**src/rtl/poly_div_7bit.sv**
```systemverilog
// GF(2) polynomial divider a = b*q ^ r: one quotient bit per clock, N RUN cycles plus one DONE cycle per division.
// start is ignored while busy; macro POLY_DIV_ERR_EN adds err, which flags a non-monic divisor and skips RUN.
module poly_div_7bit #(
  parameter int N = 7
) (
  input  logic           clk,
  input  logic           rst_n,
  input  logic           start,
  input  logic [2*N-2:0] a,
  input  logic [N-1:0]   b,
  output logic           busy,
  output logic           done,
  output logic [N-1:0]   q,
  output logic [N-2:0]   r
`ifdef POLY_DIV_ERR_EN
  ,
  output logic           err
`endif
);

  localparam int CW = $clog2(N);

  typedef enum logic [1:0] {IDLE, RUN, DONE} state_t;

  state_t        state_q, state_d;
  logic [CW-1:0] cnt_q, cnt_d;
  logic [N-2:0]  rem_q, rem_d;
  logic [N-1:0]  a_lo_q, a_lo_d;
  logic [N-2:0]  b_lo_q, b_lo_d;
  logic [N-1:0]  quot_q, quot_d;
  logic [N-1:0]  q_q, q_d;
  logic [N-2:0]  r_q, r_d;
  logic          err_q, err_d;
  logic [N-1:0]  t;

  // Partial remainder with the next dividend bit shifted in; its MSB is the quotient bit.
  assign t = {rem_q, a_lo_q[cnt_q]};

  always_comb begin
    state_d = state_q;
    cnt_d   = cnt_q;
    rem_d   = rem_q;
    a_lo_d  = a_lo_q;
    b_lo_d  = b_lo_q;
    quot_d  = quot_q;
    q_d     = q_q;
    r_d     = r_q;
    err_d   = err_q;
    case (state_q)
      IDLE: begin
        if (start) begin
          err_d   = 1'b0;
          a_lo_d  = a[N-1:0];
          b_lo_d  = b[N-2:0];
          rem_d   = a[2*N-2:N];
          cnt_d   = CW'(N-1);
          quot_d  = '0;
          state_d = RUN;
`ifdef POLY_DIV_ERR_EN
          if (!b[N-1]) begin
            err_d   = 1'b1;
            q_d     = '0;
            r_d     = '0;
            state_d = DONE;
          end
`endif
        end
      end
      RUN: begin
        quot_d = {quot_q[N-2:0], t[N-1]};
        rem_d  = t[N-2:0] ^ (t[N-1] ? b_lo_q : '0);
        cnt_d  = cnt_q - 1'b1;
        if (cnt_q == '0) begin
          q_d     = quot_d;
          r_d     = rem_d;
          state_d = DONE;
        end
      end
      DONE:    state_d = IDLE;
      default: state_d = IDLE;
    endcase
  end

  always_ff @(posedge clk or negedge rst_n) begin
    if (!rst_n) begin
      state_q <= IDLE;
      cnt_q   <= '0;
      rem_q   <= '0;
      a_lo_q  <= '0;
      b_lo_q  <= '0;
      quot_q  <= '0;
      q_q     <= '0;
      r_q     <= '0;
      err_q   <= 1'b0;
    end else begin
      state_q <= state_d;
      cnt_q   <= cnt_d;
      rem_q   <= rem_d;
      a_lo_q  <= a_lo_d;
      b_lo_q  <= b_lo_d;
      quot_q  <= quot_d;
      q_q     <= q_d;
      r_q     <= r_d;
      err_q   <= err_d;
    end
  end

  assign busy = (state_q == RUN);
  assign done = (state_q == DONE);
  assign q    = q_q;
  assign r    = r_q;

`ifdef POLY_DIV_ERR_EN
  assign err = err_q;
`else
  // Leading coefficient is implied to be 1, so b[N-1] is never read.
  logic unused_b_msb;
  assign unused_b_msb = b[N-1] | err_q;
`endif

endmodule

```
**config.mk**
```make
export PLATFORM = sky130hd
export DESIGN_NAME = poly_div_7bit
export DESIGN_NICKNAME = d
export VERILOG_FILES = /design/src/rtl/poly_div_7bit.sv
export SDC_FILE = /design/constraint.sdc
export NUM_CORES = 1
export LEC_CHECK = 0
export ABC_AREA = 1
export CAP_MARGIN = 20
export CORE_UTILIZATION = 40
export DETAILED_ROUTE_END_ITERATION = 10
export GPL_TIMING_DRIVEN = 0
export HOLD_SLACK_MARGIN = 0.1
export PLACE_DENSITY_LB_ADDON = 0.08
export SETUP_SLACK_MARGIN = 0.4
export SLEW_MARGIN = 20
export SYNTH_ARGS = -nofsm -noshare
export SYNTH_HDL_FRONTEND = slang
export SYNTH_SLANG_ARGS = --single-unit
```
**constraint.sdc**
```tcl
create_clock -name clk -period 1.2 [get_ports clk]
set_input_delay 0.12 -clock clk [delete_from_list [all_inputs] [get_ports clk]]
set_output_delay 0.12 -clock clk [all_outputs]
set_load 0.02 [all_outputs]
```
==> metrics.md <==
| Metric | Value |
|---|---|
| Run status | complete, but fails checks |
| Violated checks | hold timing, setup timing |
| Tightest hold margin | -0.199 ns |
| Count of maximum capacitance violations | 0 |
| Classification of the worst-slack hold path | input port to asynchronous set/reset pin |
| Portion of the clock cycle consumed by the worst path in the final layout | 105% |
| Proportion of layout cells with a drive suffix above 1 | 51.6% |
| Fraction of power consumed by combinational cells | 58.5% |
| CTS HTree Levels | 2 |
| Via count of the first global-routing pass | 1537 |
| Worst-case register-to-register setup slack | -0.06 ns |
| Capture point of the worst reg-to-reg path | rem_q[1] |
| Diode count | 0 |
| Data arrival time of the critical path | 1.14 ns |
| Count of cells along the worst register-to-register path | 6 |
| CTS Sinks | 43 |
| Post-route cell area | 0.00317 sq mm |
| Final Hold Violating Endpoints | 22 |
| Overall Power | 8950 uW |
| Die height | 72.3 microns |
| Average wire length per cell after detail routing | 12.3 microns |
| Chip Width | 72.3 microns |
| Number of buffers created by CTS | 5 |
| Clock tree from TritonCTS | built |
| Post-synthesis sequential element count | 43 |
| Area fraction in compound gates after synthesis | 11.6% |
| Mean instance size in the synthesized netlist | 9.16 sq um |
| Routed via count divided by cell count | 4.61 |
| Clock insertion delay at the later pin of the skew report | 0.30 ns |
| Combinational family with the most area after synthesis | simple AND/OR/NAND/NOR gates |
| Post-synth net total | 241 |
| Kind of start point of the critical path | flip-flop |
| Fraction of power consumed by sequential logic | 28.4% |
| Most frequent standard cell in the layout excluding fill and tap cells | sky130_fd_sc_hd__nand2_1 |
| Number of nets with antenna violations after detailed routing | 0 |
| Pin count of the biggest net entering global routing | 24 |
| Number of design rule violations left after detail routing | 0 |
| Post-place setup slack | -0.333 ns |
| Clk buf depth | 2 |
| Global-route wire length before repair | 7240 microns |
| Worst setup path startpoint | state_q[0] |
| PnR worst setup slack | -0.0582 ns |
| Clock root buffer | sky130_fd_sc_hd__clkbuf_8 |
| Length of the first detailed-routing pass in iterations | 4 |
| Worst slew slack as a fraction of its limit | 63.0% |
| DRC violation total after the first TritonRoute iteration | 45 |
| Power share of the clock group | 13.1% |
| Min Tclk post-route | 1.26 ns |
| Slew at the pin closest to its max-slew limit | 0.556 ns |
| Number of nets in the layout | 309 |
| Crit. End Element | primary output |
| Synth cell types | 27 |
| Total overflow reported by the global router | 0 |
| Clock-pin slew of the registers on the worst-case setup and hold paths | 0.08 ns |
| Cell-internal power | 5370 uW |
| Post-synthesis share of cell area spent on and, or, nand and nor gates | 22.6% |
| Global router's overall resource usage | 18.2% |
| Capture point of the critical path | busy |
| F_max | 0.795 GHz |
| Share of synthesized area spent on multiplexers | 0% |
| Leakage power figure | 0.00155 uW |
| Number of antenna violations at the first check in global routing | 0 |
| Final setup fails | 19 |
| Routed vias | 1622 |
| Post-Route Skew | 0.00735 ns |
| Xor and xnor fraction of the mapped netlist area | 2.21% |
| Worst vdd ir | 0.00119 V |
| Count of final max-slew check failures | 0 |
| Unrepaired setup endpoints after global routing | yes |
| Total placed instance area | 0.00250 sq mm |
| Crit Path Category | flip-flop to primary output |
| Launch point of the worst reg-to-reg path | state_q[0] |
| Final HPWL from detailed placement | 2780 microns |
| Warnings, synthesis | 0 |
| Ports | 38 |
| Adder-cell area share of the yosys netlist | 1.27% |
| Netlist Area Pre-Place | 0.00198 sq mm |
| Area of the core | 0.00475 sq mm |
| Share of total power consumed by net switching | 40.0% |
| Floorplan die area | 0.00523 sq mm |
| Routed WL | 4340 microns |
| Final weighted congestion in routability-driven placement | 0.801 |
| Area Overhead vs Synth | 60.2% |
| Data required time of the critical path | 1.08 ns |
| Port Buffers | 36 |
| Fraction of the yosys area taken by sequential cells | 54.4% |
| Synthesized netlist cell count | 216 |
| Power density over the cells | 2820 mW/mm^2 |
| Total number of placement rows | 25 |
| Non-filler cells, final | 352 |
| Total placed cells including tap cells | 320 |
| P_sw | 3580 uW |
| Maximum fanout count along the critical path | 3 |
| Starting Density | 41.6% |
| Commonest non-fill, non-tap cells in the layout | 42 x sky130_fd_sc_hd__nand2_1, 40 x sky130_fd_sc_hd__dfrtp_1, 27 x sky130_fd_sc_hd__nand2_2, 20 x sky130_fd_sc_hd__clkdlybuf4s50_1, 19 x sky130_fd_sc_hd__buf_6 |
## state kept, by name (all words and copies together) (netlist names)
name / cells
state_q: 2
r: 6
b_lo_q: 6
a_lo_q: 7
cnt_q: 3
q: 7
quot_q: 6
rem_q: 6
## cell usage after synthesis
cell type	n	share of area [%]
sky130_fd_sc_hd__nand2_4	1	0.57
sky130_fd_sc_hd__buf_6	3	1.7
sky130_fd_sc_hd__nand2_2	8	2.5
sky130_fd_sc_hd__xor2_1	4	1.8
sky130_fd_sc_hd__buf_4	1	0.38
sky130_fd_sc_hd__dfrtp_1	43	54
sky130_fd_sc_hd__nor2_1	9	1.7
sky130_fd_sc_hd__or2_2	1	0.32
sky130_fd_sc_hd__inv_2	6	1.1
sky130_fd_sc_hd__o21ai_2	7	3.1
sky130_fd_sc_hd__o22ai_2	4	2.5
sky130_fd_sc_hd__nor2_2	1	0.32
sky130_fd_sc_hd__clkbuf_1	1	0.19
sky130_fd_sc_hd__buf_2	2	0.51
sky130_fd_sc_hd__ha_1	2	1.3
sky130_fd_sc_hd__inv_1	20	3.8
sky130_fd_sc_hd__o21ai_0	7	1.8
sky130_fd_sc_hd__xnor2_1	1	0.44
sky130_fd_sc_hd__nor2_4	2	1.1
sky130_fd_sc_hd__o22ai_1	7	2.2
sky130_fd_sc_hd__nand2_1	70	13
sky130_fd_sc_hd__a21oi_1	5	1.3
sky130_fd_sc_hd__clkinv_1	1	0.19
sky130_fd_sc_hd__a31oi_1	1	0.32
sky130_fd_sc_hd__nand3_1	7	1.8
sky130_fd_sc_hd__nor2_8	1	1.0
sky130_fd_sc_hd__a22oi_1	1	0.38
## power groups by stage
| stage | clock network [uW] | registers [uW] | logic [uW] |
|---|---|---|---|
| after detailed placement | 0 | 2510 | 3560 |
| final | 1170 | 2540 | 5240 |
| after CTS | 1200 | 2510 | 4530 |
| after global routing | 1270 | 2610 | 5710 |
| after global placement | 0 | 2500 | 3510 |
| after floorplan | 0 | 2670 | 2380 |
## per-stage QoR
step / TNS [ns] / util [%]
final: -0.628 / 66.7
after global routing: -2.64 / 66.7
after CTS: -0.642 / 61.3
after detailed placement: -8.29 / 52.5
after global placement: -57.50 / 52.1
after floorplan: -0.990 / -
## per-layer routing
metal	routed length, microns	up-vias	GRT usage, %
met4	61	0	7.84
met1	1930	769	23.8
li1	-	815	-
met2	2180	33	29.8
met5	0	-	0
met3	170	5	2.92
## how the worst min path moves through the flow
stage	start	to	slack (ns)	cells after the start
CTS	rst_n	q[4]	-0.19	1
global route	rst_n	q[4]	-0.17	1
finish	rst_n	q[4]	-0.20	1
detailed placement	rst_n	q[4]	0.14	1
floorplan	rst_n	a_lo_q[0]	-0.18	0
global placement	b_lo_q[0]	b_lo_q[0]	0.45	2
## kinds of logic after synthesis
| kind of cell | after synthesis |
|---|---|
| AOI/OAI and AO/OA | 32 |
| DFF | 43 |
| and+or+nand+nor | 100 |
| buffers and inverters | 34 |
| xor gates and xnor gates | 5 |
| adders and majority gates | 2 |
## critical path: stages (launching register included)
cell                      delay [ns]
sky130_fd_sc_hd__dfrtp_2        0.46
sky130_fd_sc_hd__nand2_4        0.11
sky130_fd_sc_hd__inv_4          0.05
sky130_fd_sc_hd__buf_8          0.11
sky130_fd_sc_hd__buf_6          0.12
## final cells by class
| class | count | area (sq um) |
|---|---|---|
| Buffer | 7 | 104 |
| Clock buffer | 6 | 82.6 |
| Clock inverter | 2 | 35.0 |
| Fill cell | 405 | 1590 |
| Inverter | 27 | 119 |
| Multi-Input combinational cell | 139 | 1000 |
| Sequential cell | 43 | 1080 |
| Tap cell | 67 | 83.8 |
| Timing Repair Buffer | 61 | 663 |
## what timing repair did
action                     in CTS  in global routing
resized for setup             115                 59
gates cloned                    2                  1
setup endpoints to repair      58                 58
setup buffers                  19                  2
pin swaps                       6                 27
hold endpoints to repair       22                 22
Power figures use the tool's default switching activity.
